<file path="config.mk">
export PLATFORM = sky130hd
export DESIGN_NAME = game_flow_controller_flat
export DESIGN_NICKNAME = d
export VERILOG_FILES = /design/src/rtl/game_flow_controller_if.sv /design/src/rtl/game_flow_controller.sv /design/src/flat_wrapper.sv
export SDC_FILE = /design/constraint.sdc
export NUM_CORES = 1
export LEC_CHECK = 0
export CAP_MARGIN = 25
export CORE_ASPECT_RATIO = 1.2
export CORE_MARGIN = 5
export CORE_UTILIZATION = 40
export DETAILED_ROUTE_END_ITERATION = 8
export DONT_BUFFER_PORTS = 1
export HOLD_SLACK_MARGIN = 0.1
export PLACE_DENSITY_LB_ADDON = 0.12
export SLEW_MARGIN = 20
export SYNTH_ARGS = -nofsm -noshare
export SYNTH_HDL_FRONTEND = slang
export SYNTH_SLANG_ARGS = --single-unit
</file>
<file path="constraint.sdc">
create_clock -name clk -period 1.9 [get_ports clk]
set_input_delay 0.38 -clock clk [delete_from_list [all_inputs] [get_ports clk]]
set_output_delay 0.38 -clock clk [all_outputs]
set_load 0.1 [all_outputs]
</file>
<file path="src/rtl/game_flow_controller_if.sv">
// Pinball game-flow bus: player keys and collision events going into the
// flow controller, plus the strobes and counters it drives to the ball,
// obstacle and display blocks.
//   slave  : seen by game_flow_controller (events in, strobes/counters out)
//   master : seen by the driver of events / consumer of strobes
interface game_flow_controller_if #(
  parameter int SCORE_W = 8,
  parameter int LEVEL_W = 4,
  parameter int LIFE_W  = 4,
  parameter int HITS_W  = 3
);
  logic               start;
  logic               key5IsPressed;
  logic               keyPauseIsPressed;
  logic               collisionBallObstacle;
  logic               collisionBallObstacleGood;
  logic               collisionBallObstacleBad;
  logic               collisionBallBottom;
  logic               pause;
  logic               reset_level;
  logic               reset_level_pulse;
  logic [SCORE_W-1:0] score;
  logic [LEVEL_W-1:0] level;
  logic [LIFE_W-1:0]  life;
  logic [HITS_W-1:0]  level_hits;
  logic               game_over;
  logic               game_won;

  modport slave (
    input  start, key5IsPressed, keyPauseIsPressed, collisionBallObstacle,
           collisionBallObstacleGood, collisionBallObstacleBad, collisionBallBottom,
    output pause, reset_level, reset_level_pulse, score, level, life, level_hits,
           game_over, game_won
  );

  modport master (
    output start, key5IsPressed, keyPauseIsPressed, collisionBallObstacle,
           collisionBallObstacleGood, collisionBallObstacleBad, collisionBallBottom,
    input  pause, reset_level, reset_level_pulse, score, level, life, level_hits,
           game_over, game_won
  );
endinterface

</file>
<file path="src/rtl/game_flow_controller.sv">
// Game-flow FSM for the pinball top level.
// Sequences idle / serve / play / user-pause / game-over / win and keeps the
// cumulative score, per-level good-hit count, level and lives.
// Ports:
//   clk    : system clock
//   resetN : asynchronous active-low reset
//   bus    : game_flow_controller_if.slave (keys, collisions in; pause,
//            reset_level, reset_level_pulse, score, level, life, level_hits,
//            game_over, game_won out)
module game_flow_controller #(
  parameter int SCORE_W      = 8,
  parameter int LEVEL_W      = 4,
  parameter int LIFE_W       = 4,
  parameter int LIFE_INIT    = 3,
  parameter int LIFE_MAX     = 9,
  parameter int POINTS_GOOD  = 2,
  parameter int PENALTY_BAD  = 1,
  parameter int LEVEL_TARGET = 4,
  parameter int MAX_LEVEL    = 3,
  localparam int HITS_W      = $clog2(LEVEL_TARGET + 1)
) (
  input  logic clk,
  input  logic resetN,
  game_flow_controller_if.slave bus
);

  typedef enum logic [2:0] {
    S_IDLE, S_SERVE, S_PLAY, S_PAUSED, S_OVER, S_WIN
  } state_e;

  state_e             state_q, state_d;
  logic [SCORE_W-1:0] score_q, score_d;
  logic [LEVEL_W-1:0] level_q, level_d;
  logic [LIFE_W-1:0]  life_q, life_d;
  logic [HITS_W-1:0]  hits_q, hits_d;
  logic               key5_q, keyp_q, rl_q;

  logic rise_k5, rise_kp;
  logic hit_good, hit_bad;
  logic pause_c, rl_c, over_c, won_c;

  assign rise_k5  = bus.key5IsPressed & ~key5_q;
  assign rise_kp  = bus.keyPauseIsPressed & ~keyp_q;
  // Good wins when both good and bad are flagged on the same collision.
  assign hit_good = bus.collisionBallObstacle & bus.collisionBallObstacleGood;
  assign hit_bad  = bus.collisionBallObstacle & bus.collisionBallObstacleBad & ~hit_good;

  // Saturating score arithmetic, done one bit wider to catch the overflow.
  localparam logic [SCORE_W:0] SCORE_MAX = {1'b0, {SCORE_W{1'b1}}};
  logic [SCORE_W:0]   sum_good;
  logic [SCORE_W-1:0] score_good, score_bad;
  logic [LIFE_W-1:0]  life_bonus;
  logic               level_done, last_level;

  assign sum_good   = {1'b0, score_q} + (SCORE_W+1)'(POINTS_GOOD);
  assign score_good = (sum_good > SCORE_MAX) ? {SCORE_W{1'b1}} : sum_good[SCORE_W-1:0];
  assign score_bad  = ({1'b0, score_q} < (SCORE_W+1)'(PENALTY_BAD)) ? '0
                    : score_q - SCORE_W'(PENALTY_BAD);
  assign life_bonus = (life_q >= LIFE_W'(LIFE_MAX)) ? LIFE_W'(LIFE_MAX)
                    : life_q + LIFE_W'(1);
  assign level_done = (hits_q == HITS_W'(LEVEL_TARGET - 1));
  assign last_level = (level_q == LEVEL_W'(MAX_LEVEL - 1));

  // State register
  always_ff @(posedge clk or negedge resetN) begin
    if (!resetN) state_q <= S_IDLE;
    else         state_q <= state_d;
  end

  // Counters, key edge detectors and the reset_level history bit
  always_ff @(posedge clk or negedge resetN) begin
    if (!resetN) begin
      score_q <= '0;
      level_q <= '0;
      life_q  <= LIFE_W'(LIFE_INIT);
      hits_q  <= '0;
      key5_q  <= 1'b0;
      keyp_q  <= 1'b0;
      rl_q    <= 1'b0;
    end else begin
      score_q <= score_d;
      level_q <= level_d;
      life_q  <= life_d;
      hits_q  <= hits_d;
      key5_q  <= bus.key5IsPressed;
      keyp_q  <= bus.keyPauseIsPressed;
      rl_q    <= rl_c;
    end
  end

  // Next-state and counter update
  always_comb begin
    state_d = state_q;
    score_d = score_q;
    level_d = level_q;
    life_d  = life_q;
    hits_d  = hits_q;
    case (state_q)
      S_IDLE:   if (bus.start) state_d = S_SERVE;
      S_SERVE:  if (rise_k5)   state_d = S_PLAY;
      S_PLAY: begin
        if (bus.collisionBallBottom) begin
          // Ball lost: obstacle hits in this cycle are dropped.
          life_d  = life_q - LIFE_W'(1);
          state_d = (life_q == LIFE_W'(1)) ? S_OVER : S_SERVE;
        end else begin
          if (hit_good) begin
            score_d = score_good;
            if (level_done) begin
              hits_d = '0;
              life_d = life_bonus;
              if (last_level) begin
                state_d = S_WIN;
              end else begin
                level_d = level_q + LEVEL_W'(1);
                state_d = S_SERVE;
              end
            end else begin
              hits_d = hits_q + HITS_W'(1);
            end
          end else if (hit_bad) begin
            score_d = score_bad;
          end
          // A pause press outranks a level-clear transition; the hit itself
          // is still scored.
          if (rise_kp) state_d = S_PAUSED;
        end
      end
      S_PAUSED: if (rise_kp) state_d = S_PLAY;
      S_OVER, S_WIN: begin
        if (rise_k5) begin
          score_d = '0;
          level_d = '0;
          hits_d  = '0;
          life_d  = LIFE_W'(LIFE_INIT);
          state_d = S_SERVE;
        end
      end
      default: state_d = S_IDLE;
    endcase
  end

  // Outputs decoded from state
  always_comb begin
    pause_c = (state_q != S_PLAY);
    rl_c    = (state_q == S_SERVE) || (state_q == S_OVER) || (state_q == S_WIN);
    over_c  = (state_q == S_OVER);
    won_c   = (state_q == S_WIN);
  end

  assign bus.pause             = pause_c;
  assign bus.reset_level       = rl_c;
  assign bus.reset_level_pulse = rl_c & ~rl_q;
  assign bus.game_over         = over_c;
  assign bus.game_won          = won_c;
  assign bus.score             = score_q;
  assign bus.level             = level_q;
  assign bus.life              = life_q;
  assign bus.level_hits        = hits_q;

endmodule

</file>
<file path="src/flat_wrapper.sv">
// flat-port wrapper written by rule: the top's interface ports become plain ports
module game_flow_controller_flat 
#(
  parameter int SCORE_W      = 8,
  parameter int LEVEL_W      = 4,
  parameter int LIFE_W       = 4,
  parameter int LIFE_INIT    = 3,
  parameter int LIFE_MAX     = 9,
  parameter int POINTS_GOOD  = 2,
  parameter int PENALTY_BAD  = 1,
  parameter int LEVEL_TARGET = 4,
  parameter int MAX_LEVEL    = 3,
  localparam int HITS_W      = $clog2(LEVEL_TARGET + 1)
)
  (clk, resetN, bus_start, bus_key5IsPressed, bus_keyPauseIsPressed, bus_collisionBallObstacle, bus_collisionBallObstacleGood, bus_collisionBallObstacleBad, bus_collisionBallBottom, bus_pause, bus_reset_level, bus_reset_level_pulse, bus_score, bus_level, bus_life, bus_level_hits, bus_game_over, bus_game_won);
  game_flow_controller_if #(.SCORE_W(SCORE_W), .LEVEL_W(LEVEL_W), .LIFE_W(LIFE_W), .HITS_W(($clog2(4 + 1)))) bus_i ();
  input  logic clk;
  input  logic resetN;
  input wire logic [$bits(bus_i.start)-1:0] bus_start;
  input wire logic [$bits(bus_i.key5IsPressed)-1:0] bus_key5IsPressed;
  input wire logic [$bits(bus_i.keyPauseIsPressed)-1:0] bus_keyPauseIsPressed;
  input wire logic [$bits(bus_i.collisionBallObstacle)-1:0] bus_collisionBallObstacle;
  input wire logic [$bits(bus_i.collisionBallObstacleGood)-1:0] bus_collisionBallObstacleGood;
  input wire logic [$bits(bus_i.collisionBallObstacleBad)-1:0] bus_collisionBallObstacleBad;
  input wire logic [$bits(bus_i.collisionBallBottom)-1:0] bus_collisionBallBottom;
  output wire logic [$bits(bus_i.pause)-1:0] bus_pause;
  output wire logic [$bits(bus_i.reset_level)-1:0] bus_reset_level;
  output wire logic [$bits(bus_i.reset_level_pulse)-1:0] bus_reset_level_pulse;
  output wire logic [$bits(bus_i.score)-1:0] bus_score;
  output wire logic [$bits(bus_i.level)-1:0] bus_level;
  output wire logic [$bits(bus_i.life)-1:0] bus_life;
  output wire logic [$bits(bus_i.level_hits)-1:0] bus_level_hits;
  output wire logic [$bits(bus_i.game_over)-1:0] bus_game_over;
  output wire logic [$bits(bus_i.game_won)-1:0] bus_game_won;
  assign bus_i.start = bus_start;
  assign bus_i.key5IsPressed = bus_key5IsPressed;
  assign bus_i.keyPauseIsPressed = bus_keyPauseIsPressed;
  assign bus_i.collisionBallObstacle = bus_collisionBallObstacle;
  assign bus_i.collisionBallObstacleGood = bus_collisionBallObstacleGood;
  assign bus_i.collisionBallObstacleBad = bus_collisionBallObstacleBad;
  assign bus_i.collisionBallBottom = bus_collisionBallBottom;
  assign bus_pause = bus_i.pause;
  assign bus_reset_level = bus_i.reset_level;
  assign bus_reset_level_pulse = bus_i.reset_level_pulse;
  assign bus_score = bus_i.score;
  assign bus_level = bus_i.level;
  assign bus_life = bus_i.life;
  assign bus_level_hits = bus_i.level_hits;
  assign bus_game_over = bus_i.game_over;
  assign bus_game_won = bus_i.game_won;
  game_flow_controller #(.SCORE_W(SCORE_W), .LEVEL_W(LEVEL_W), .LIFE_W(LIFE_W), .LIFE_INIT(LIFE_INIT), .LIFE_MAX(LIFE_MAX), .POINTS_GOOD(POINTS_GOOD), .PENALTY_BAD(PENALTY_BAD), .LEVEL_TARGET(LEVEL_TARGET), .MAX_LEVEL(MAX_LEVEL)) u_core (.clk(clk), .resetN(resetN), .bus(bus_i));
endmodule
</file>
# [Word-level counts from Yosys, hierarchy flattened]
# Cells that the tools add are included.
[classes] n_addsub=6 bitwise_logic=10 n_mul=0 n_mux=35 n_reduce_logical=10 shifts=0 div_mod_pow=0 eq_ne=22 magnitude_cmp=3
[ops] cell="$mux W8" n=6
[ops] cell="$mux W3" n=14
[ops] cell="$mux W4" n=10
[ops] cell="$pmux W4 S2" n=2
[ops] cell="$pmux W8 S2" n=1
[ops] cell="$pmux W3 S5" n=1
[ops] cell="$reduce_and A4 Y1" n=3
[ops] cell="$reduce_and A6 Y1" n=2
[ops] cell="$ne A2 B1 Y1 const B" n=5
[ops] cell="$add A8 B2 Y9 const B" n=1
[ops] cell="$eq A3 B2 Y1 const B" n=3
[ops] cell="$gt A9 B8 Y1 const B" n=1
[ops] cell="$ne A3 B2 Y1 const B" n=3
[ops] cell="$add A4 B1 Y4 const B" n=2
[ops] cell="$lt A8 B1 Y1 const B" n=1
[ops] cell="$ne A4 B2 Y1 const B" n=2
[ops] cell="$sub A8 B1 Y8 const B" n=1
[ops] cell="$and A1 B1 Y1" n=6
[ops] cell="$eq A3 B3 Y1 const B" n=2
[ops] cell="$ne A2 B2 Y1 const B" n=3
[ops] cell="$pmux W3 S2" n=1
[ops] cell="$eq A4 B1 Y1 const B" n=1
[ops] cell="$eq A4 B2 Y1 const B" n=1
[ops] cell="$ge A4 B4 Y1 const B" n=1
[ops] cell="other kinds (9)" n=13
[word_totals] ramBits=0 memories=0 romBits=0 latchBits=0 inputBits=9 register_bits=25

# [Depth between registers and ports, before layout]
# Gate-level depths: netlist of the first run.
[depth] word_depth=7 mapped_depth=7 mapped_depth_nobuf=7

# [Least setup slack after synthesis of the first run]
# OpenSTA, ideal clock, no wires.
[synth_path] kind="register to output" from="reg u_core.state_q[0]" to="out bus_reset_level_pulse" path_stages_with_launch=3 required_time_ps=1520 arrival_ps=2587 setup_slack_ps=-1067 cell_sequence="dfrtp_1 nor2_1 nor3_1"
[synth_between] elab_chain_len=4 word_cells_on_any_way=6
[synth_rtl] item="start: declaration" line="game_flow_controller.sv:31" text="state_e state_q, state_d;"
[synth_rtl] item="start signal: assignment" line="game_flow_controller.sv:67" text="else state_q <= state_d;"
[synth_rtl] item="$eq A3 B1 Y1 or $eq A3 B3 Y1 (tied branches)" line="game_flow_controller.sv:146" text="rl_c = (state_q == S_SERVE) || (state_q == S_OVER) || (state_q == S_WIN);"
[synth_rtl] item="$logic_or A1 B1 Y1" line="game_flow_controller.sv:146"
[synth_rtl] item="$logic_or A1 B1 Y1 (*)" line="game_flow_controller.sv:146"
[synth_rtl] item="$and A1 B1 Y1 (*)" line="game_flow_controller.sv:153" text="assign bus.reset_level_pulse = rl_c & ~rl_q;"
[synth_rtl] item="end: declaration" line="flat_wrapper.sv:28" text="output wire logic [$bits(bus_i.reset_level_pulse)-1:0] bus_reset_level_pulse;"
# Mark *: on every way between the ends. The rest lies on a longest branch, timed or not.

# [Worst setup path in the final report of the first run]
[layout_path] from="reg u_core.score_q[1] (netlist: u_core.bus.score[1])" to="reg u_core.score_q[1] (netlist: u_core.bus.score[1])"
[layout_between] elab_chain_len=6 word_cells_on_any_way=10
[layout_rtl] item="start: declaration" line="game_flow_controller.sv:32" text="logic [SCORE_W-1:0] score_q, score_d;"
[layout_rtl] item="start signal: assignment" line="game_flow_controller.sv:81" text="score_q <= score_d;"
[layout_rtl] item="$add A8 B2 Y9, or another cell as far along" line="game_flow_controller.sv:55" text="assign sum_good = {1'b0, score_q} + (SCORE_W+1)'(POINTS_GOOD);"
[layout_rtl] item="$gt A9 B8 Y1 or $mux W8 (tied branches)" line="game_flow_controller.sv:56, game_flow_controller.sv:57"
[layout_rtl] item="$mux W8, on equally long branches" line="game_flow_controller.sv:56, game_flow_controller.sv:121"
[layout_rtl] item="$mux W8 (*)" line="game_flow_controller.sv:107" text="if (hit_good) begin"
[layout_rtl] item="$mux W8 (*)" line="game_flow_controller.sv:102" text="if (bus.collisionBallBottom) begin"
[layout_rtl] item="$pmux W8 S2 (*)" line="game_flow_controller.sv:98" text="case (state_q)"
# Mark *: on every way between the ends. The rest lies on a longest branch, timed or not. The select of a mux whose other input is x is not followed.
# A chain may end at the register's enable or synchronous reset.

==> results.txt, run 1 <==
status = finished with violations
failing checks = negative setup slack
number of core rows = 27
HPWL after detailed placement = 3801 um
final setup vio count = 1
number of global-route vias before repair = 1,723
Synth Flop Type = dfrtp_1
EDFF count, synth = 0
Yosys cell types = 58
Root Buffer Master = clkbuf_8
area grow syn2layout = 31.66%
Area contributors post-synth = dfrtp_1 (31%), ha_1 (8.0%), o21ai_0 (5.1%), nand2_1 (4.2%), dfstp_2 (2.8%)
post-synthesis sequential area ratio = 0.3367
Ys Warns = 0
GRT Residual Overflow = 0
R2R depth = 7
Antenna Cells = 0
worst hold path type = in -> reg
first-pass GRT wire length = 8259 um
Synth Instances = 206
Setup Skew = 0.002424 ns
Pre-Repair DR Iteration Count = 4
all-layer global routing usage = 0.1656
crit-path max FO = 6
Vias/cell = 5.728
CP endpoint kind = flop
post-synthesis async set-or-reset flop share = 1.000
PnR worst setup slack = -0.001052 ns
die area = 0.006135 mm2
WP data required = 2.04 ns
min Tclk post-route = 1.901 ns
CTS Buf Count = 3
Initial Util = 0.4091
Routed wire per std cell = 16.51 um
syn_nets = 227
Worst Setup Path Type = reg -> reg
clk_lat worst skew = 0.26 ns
Worst-Margin Slew = 0.6336 ns
die height = 84.81 um
initial detailed-routing violation count = 97
mean post-synth cell area = 9.056 um2
list of most frequent post-synthesis cells = dfrtp_1 (23), nand2_1 (21), o21ai_0 (19)
Placer Congestion = 0.8700
Clock Pin Slew Worst Setup and Hold Paths = 0.09 ns
initial antenna violation count = 0
Fill cells = 417
relative slew slack = 0.5766
Post-Syn Area = 0.001866 mm2
Hold WS = 0.1346 ns
most numerous cell in the Yosys netlist = dfrtp_1
routed wire length = 4985 um
die width = 72.34 um
Synth area leader = dfrtp_1
Critical Path Source Type = flop
Yosys top cell area share = 0.3085
pin count of the biggest net entering global routing = 26
Synth Register Bits = 25
CORE AREA = 0.004561 mm2
CTS tree = yes
# H-tree levels = 1
RSZ-0062 raised after global routing = yes
CTS Buffer Depth = 2
net count of the finished layout = 266
max cap viols = 0
total number of vias = 1,730
Hold Path Cell Cnt = 0
DR DRC count = 0
Final Max Tran Viols = 0
I/O Buffers = 0
IO Pins = 33
ANT nets after route = 0
Final period util = 1.001
Max Fclk = 526.0 MHz
final hold vios = 0
Critical Path AT = 2.04 ns
clock sinks = 25
layout cells sized above 1 = 0.3525
-- final timing paths --
| kind | start | end | slack (ns) |
|---|---|---|---|
| hold / removal | bus_keyPauseIsPressed | u_core.keyp_q | 0.13 |
| min in group asynchronous | resetN | u_core.bus.level[2] | 0.53 |
| max in group asynchronous | resetN | u_core.bus.life[0] | 1.14 |
| hold reg to reg | u_core.bus.level_hits[2] | u_core.bus.level_hits[2] | 0.55 |
| setup reg to reg | u_core.bus.score[1] | u_core.bus.score[1] | -0.001 |
| setup / recovery | u_core.bus.score[1] | u_core.bus.score[1] | -0.001 |
-- cell usage in the layout, fill, tap and decap left out, types with 3 or more instances in the layout --
cell,Yosys,routed
nand3_1,7,7
buf_12,0,3
clkbuf_8,0,3
o31ai_1,6,6
nor2b_1,5,5
nand2_1,21,21
o311ai_1,2,3
o21ai_1,2,4
inv_1,9,6
dfrtp_4,0,8
xor2_1,3,3
ha_4,0,3
dfrtp_2,0,6
buf_4,1,36
o21ai_0,19,16
xnor2_1,4,4
dfrtp_1,23,9
ha_1,12,9
nor3_4,1,3
and2_1,4,4
o211ai_1,6,6
nor2_1,12,10
o311ai_0,4,3
and3_1,3,3
a21oi_1,7,6
-- cell families (layout without fill, tap and decap cells) --
logic type               Yosys count  in the layout  share of synthesized area
buffers and inverters             17             55                    0.03890
AND/OR/NAND/NOR                   75             75                     0.2347
flip-flops                        25             25                     0.3367
multiplexers                       4              4                    0.02280
XOR/XNOR                           7              7                    0.03286
AO/OA/AOI/OAI                     66             66                     0.2535
adder cells (fa/ha/maj)           12             12                    0.08048
-- repair_timing --
item,in CTS,in global routing
gates resized for setup,1,9
pin swaps,0,2
buffers inserted,0,5
setup endpoints to repair,1,11
hold buffers,2,0
hold endpoints to repair,25,0
-- cell type report --
type | count | area [um2] | share of cell area
repair buffers | 41 | 351.6 | 0.1431
multi-input cells | 164 | 1262 | 0.5140
clock inverters | 1 | 7.507 | 0.003057
clock buffers | 3 | 41.29 | 0.01681
inverters | 10 | 47.55 | 0.01936
flip-flops and latches | 25 | 673.1 | 0.2741
well taps | 58 | 72.57 | 0.02955
-- layer usage --
metal  vias to the layer above  part of all wire  global-route usage
li1                        830                 -                   -
met1                       857              0.40              0.1955
met2                        39              0.54              0.2983
met3                         4             0.046             0.02844
met4                         0             0.012             0.05299
met5                         -                 0                   0
-- flip-flops by register name, indices dropped and copies added (netlist names) --
| signal | count |
|---|---|
| u_core.bus.level | 4 |
| u_core.bus.score | 8 |
| u_core.state_q | 3 |
| u_core.bus.level_hits | 3 |
| u_core.key5_q | 1 |
| u_core.keyp_q | 1 |
| u_core.bus.life | 4 |
| u_core.rl_q | 1 |
-- per-stage QoR --
step | std cells | util | cell area (um2) | setup WS (ns) | TNS [ns]
6_report | 302 | 0.5385 | 2456 | -0.001052 | -0.001052
2_1_floorplan | 206 | - | 1993 | -0.2390 | -0.3210
3_5_place_dp | 291 | 0.5051 | 2303 | 0.01800 | 0
3_3_place_gp | 291 | 0.5051 | 2303 | 0.04926 | 0
4_1_cts | 297 | 0.5235 | 2387 | 0.001294 | 0
5_1_grt | 302 | 0.5385 | 2456 | -0.06653 | -0.3023
-- critical path, stage by stage, from the launching register on --
cell and delay (ns):
dfrtp_4 0.53, inv_8 0.10, ha_4 0.14, or3b_4 0.42, nor3_4 0.25, o21ai_0 0.14, o311ai_0 0.10, nand2_1 0.10
Power of run 1 is left out: the tool's default activity adds up to more than one toggle a clock period on the data nets, which glitch-free logic cannot reach.
==> run 2, diff against run 1 <==
SKIP_CTS_REPAIR_TIMING = 1   (was unset)
==> results.txt, run 2 (synthesis gave the netlist of run 1 again) <==
status = finished with violations
failing checks = negative setup slack
worst path cell trace = inv_2 -> ha_4 -> or3b_4 -> nor3_4 -> o21ai_2 -> a31oi_1 -> o21ai_1
CTS tree = yes
initial detailed-routing violation count = 65
Final Max Tran Viols = 0
# H-tree levels = 1
all-layer global routing usage = 0.1651
Root Buffer Master = clkbuf_8
dpl ws = 0.01800 ns
Critical Path AT = 2.08 ns
relative slew slack = 0.5766
RSZ-0062 raised after global routing = yes
max FFs per register = 8
Max Fclk = 519.4 MHz
Routed wire per std cell = 16.68 um
CTS Buf Count = 3
Placer Congestion = 0.8700
routed wire length = 5071 um
clock sinks = 25
I/O Buffers = 0
DR DRC count = 0
ANT nets after route = 0
max cap viols = 0
die width = 72.34 um
final hold vios = 0
crit-path max FO = 6
PnR worst setup slack = -0.02535 ns
Critical Path Source Type = flop
slowest stage delay, CP = 0.52 ns
number of core rows = 27
CP endpoint kind = flop
Pre-Repair DR Iteration Count = 4
layout cells sized above 1 = 0.3659
die height = 84.81 um
CORE AREA = 0.004561 mm2
min Tclk post-route = 1.925 ns
commonest non-fill, non-tap cell in the layout = buf_4
Worst Setup Path Type = reg -> reg
final setup vio count = 2
GRT Residual Overflow = 0
worst hold path type = in -> reg
Crit path max-delay family = simple AND/OR/NAND/NOR gates
Initial Util = 0.4091
number of global-route vias before repair = 1,708
Final period util = 1.013
slowest CP cell = dfrtp_4
Hold WS = 0.1350 ns
pin count of the biggest net entering global routing = 26
Setup Skew = 0.002763 ns
die area = 0.006135 mm2
total number of vias = 1,745
Antenna Cells = 0
Fin Setup TNS = -0.04685 ns
Util after Layout = 0.5446
WP buf/inv = 1
first-pass GRT wire length = 8224 um
commonest cells after routing, fill and taps aside = buf_4 (38), nand2_1 (21), o21ai_0 (14)
CTS Buffer Depth = 2
Worst-Margin Slew = 0.6336 ns
Clock Pin Slew Worst Setup and Hold Paths = 0.09 ns
area of the multi-input gates = 0.001275 mm2
initial antenna violation count = 0
WP data required = 2.06 ns
Vias/cell = 5.740
flip-flop and latch area = 673.1 um2
HPWL after detailed placement = 3801 um
clk_lat worst skew = 0.26 ns
Fill cells = 414
IO Pins = 33
net count of the finished layout = 268
area grow syn2layout = 33.13%
run 2: cell types whose count changed in the layout (fill, tap and decap cells not counted), sizes merged:
cell	before	now
buf	40	42
run 2: final timing paths:
| kind | start | to | slack, ns | cells after the start |
|---|---|---|---|---|
| worst max-delay path | u_core.bus.score[0] | u_core.bus.score[4] | -0.03 | 7 |
| worst min-delay path | bus_keyPauseIsPressed | u_core.keyp_q | 0.13 | 0 |
| worst max register to register | u_core.bus.score[0] | u_core.bus.score[4] | -0.03 | 7 |
| worst min register to register | u_core.bus.level_hits[2] | u_core.bus.level_hits[2] | 0.55 | 1 |
| max in group asynchronous | resetN | u_core.bus.life[1] | 1.14 | 2 |
| min in group asynchronous | resetN | u_core.bus.level[2] | 0.53 | 2 |
run 2: layout make-up:
class,instances,area share
Sequential cell,25,0.2710
Clock inverter,1,0.003023
Timing Repair Buffer,43,0.1476
Clock buffer,3,0.01662
Inverter,10,0.01914
Tap cell,58,0.02922
Multi-Input combinational cell,164,0.5133
run 2: stage by stage:
stage | cells | instance area, um2
finish | 304 | 2484
global route | 304 | 2484
CTS | 295 | 2352
detailed placement | 291 | 2303
global placement | 291 | 2303
floorplan | 206 | 1993
run 2: routing by layer:
metal  vias to the layer above  wire, um  GRT usage
met2                        41      2749     0.2974
met1                       860      2036     0.1940
met3                         4       225    0.02962
li1                        840         -          -
met5                         -         0          0
met4                         0        61    0.05299
Power of run 2 is left out for the same reason.
==> run 3, diff against run 2 <==
CORE_UTILIZATION = 28   (was 40)
==> results.txt, run 3 (synthesis gave the netlist of run 1 again) <==
WP data required = 2.06 ns
slowest CP cell = dfrtp_4
Antenna Cells = 0
Root Buffer Master = clkbuf_8
Vias/cell = 5.107
pin count of the biggest net entering global routing = 26
Setup Skew = 0.009363 ns
failing checks = negative setup slack
final setup vio count = 3
worst hold path type = in -> reg
reg-to-reg slack, setup = -0.02 ns
WP buf/inv = 1
die height = 99.42 um
commonest non-fill, non-tap cell in the layout = buf_4
Critical Path AT = 2.08 ns
# H-tree levels = 1
flip-flop and latch area = 673.1 um2
Max Fclk = 520.6 MHz
number of global-route vias before repair = 1,678
crit-path max FO = 6
clk_lat worst skew = 0.28 ns
CTS tree = yes
Placer Congestion = 0.8060
min Tclk post-route = 1.921 ns
relative slew slack = 0.6968
DR DRC count = 0
dpl ws = -0.03383 ns
CTS Buffer Depth = 2
CTS Buf Count = 3
number of core rows = 32
Pre-Repair DR Iteration Count = 4
Hold Path Cell Cnt = 0
worst reg2reg path startpoint = u_core.bus.score[1]
PnR worst setup slack = -0.02072 ns
Worst-Margin Slew = 0.4491 ns
hold_sp = bus_key5IsPressed
fin area = 0.002569 mm2
all-layer global routing usage = 0.1274
GRT Residual Overflow = 0
Placed Instance Area = 0.002422 mm2
worst path cell trace = inv_8 -> ha_4 -> or3b_4 -> nor3_4 -> o21ai_2 -> o311ai_1 -> nand3_1
Critical Path Source Type = flop
area grow syn2layout = 37.69%
max cap viols = 0
final hold vios = 0
layout cells sized above 1 = 0.3810
initial antenna violation count = 0
Worst Setup Path Type = reg -> reg
total number of vias = 1,721
initial detailed-routing violation count = 81
CORE AREA = 0.006446 mm2
die width = 84.52 um
CP endpoint kind = flop
routed wire length = 5331 um
slowest stage delay, CP = 0.53 ns
Crit path max-delay family = simple AND/OR/NAND/NOR gates
Initial Util = 0.2894
r2r endpoint = u_core.bus.score[3]
commonest cells after routing, fill and taps aside = buf_4 (43), nand2_1 (21), o21ai_0 (14)
ANT nets after route = 0
area of the multi-input gates = 0.001260 mm2
net count of the finished layout = 274
clock sinks = 25
first-pass GRT wire length = 8700 um
Fill cells = 643
die area = 0.008402 mm2
R2R depth = 7
status = finished with violations
HPWL after detailed placement = 4083 um
max FFs per register = 8
RSZ-0062 raised after global routing = yes
Hold Path End = u_core.key5_q
Final Max Tran Viols = 0
Routed wire per std cell = 15.82 um
Clock Pin Slew Worst Setup and Hold Paths = 0.10 ns
Final period util = 1.011
I/O Buffers = 0
IO Pins = 33
## run 3: changes by cell type in the layout (fill, tap and decap cells not counted), moves of 2 or more
cell     delta
o21ai_2     +2
buf_12      +2
buf_4       +5
o21ai_1     -2
## run 3: metrics by stage
stage	std cells	setup TNS, ns	util	hold WS (ns)
6_report	337	-0.05500	0.3985	0.1201
3_3_place_gp	326	-0.007641	0.3758	0.08551
5_1_grt	337	-0.6038	0.3985	0.1068
2_1_floorplan	206	-0.3210	-	0.08441
3_5_place_dp	326	-0.03702	0.3758	0.08546
4_1_cts	330	-0.1085	0.3830	-0.2262
## run 3: layout make-up
class | count | share of cell area
Timing Repair Buffer | 49 | 0.1685
Inverter | 10 | 0.01948
Sequential cell | 25 | 0.2621
Clock buffer | 3 | 0.01607
Clock inverter | 1 | 0.001948
Multi-Input combinational cell | 164 | 0.4905
Tap cell | 85 | 0.04140
## run 3: worst max path at each step
stage / startpoint / endpoint / slack (ns) / cells after the start
global placement: u_core.bus.score[1] / u_core.bus.score[3] / -0.008 / 7
detailed placement: u_core.bus.score[1] / u_core.bus.score[3] / -0.03 / 7
CTS: u_core.bus.score[1] / u_core.bus.score[3] / -0.06 / 7
finish: u_core.bus.score[1] / u_core.bus.score[3] / -0.02 / 7
floorplan: u_core.state_q[0] / bus_reset_level_pulse / -0.24 / 2
global route: u_core.bus.score[1] / u_core.bus.score[1] / -0.12 / 6
## run 3: metal layers
metal	wire (um)	track usage	up-vias
met4	102	0.04750	0
met3	198	0.01740	8
li1	-	-	856
met2	2798	0.2297	32
met1	2231	0.1528	825
met5	0	0	-
Power of run 3 is left out for the same reason.
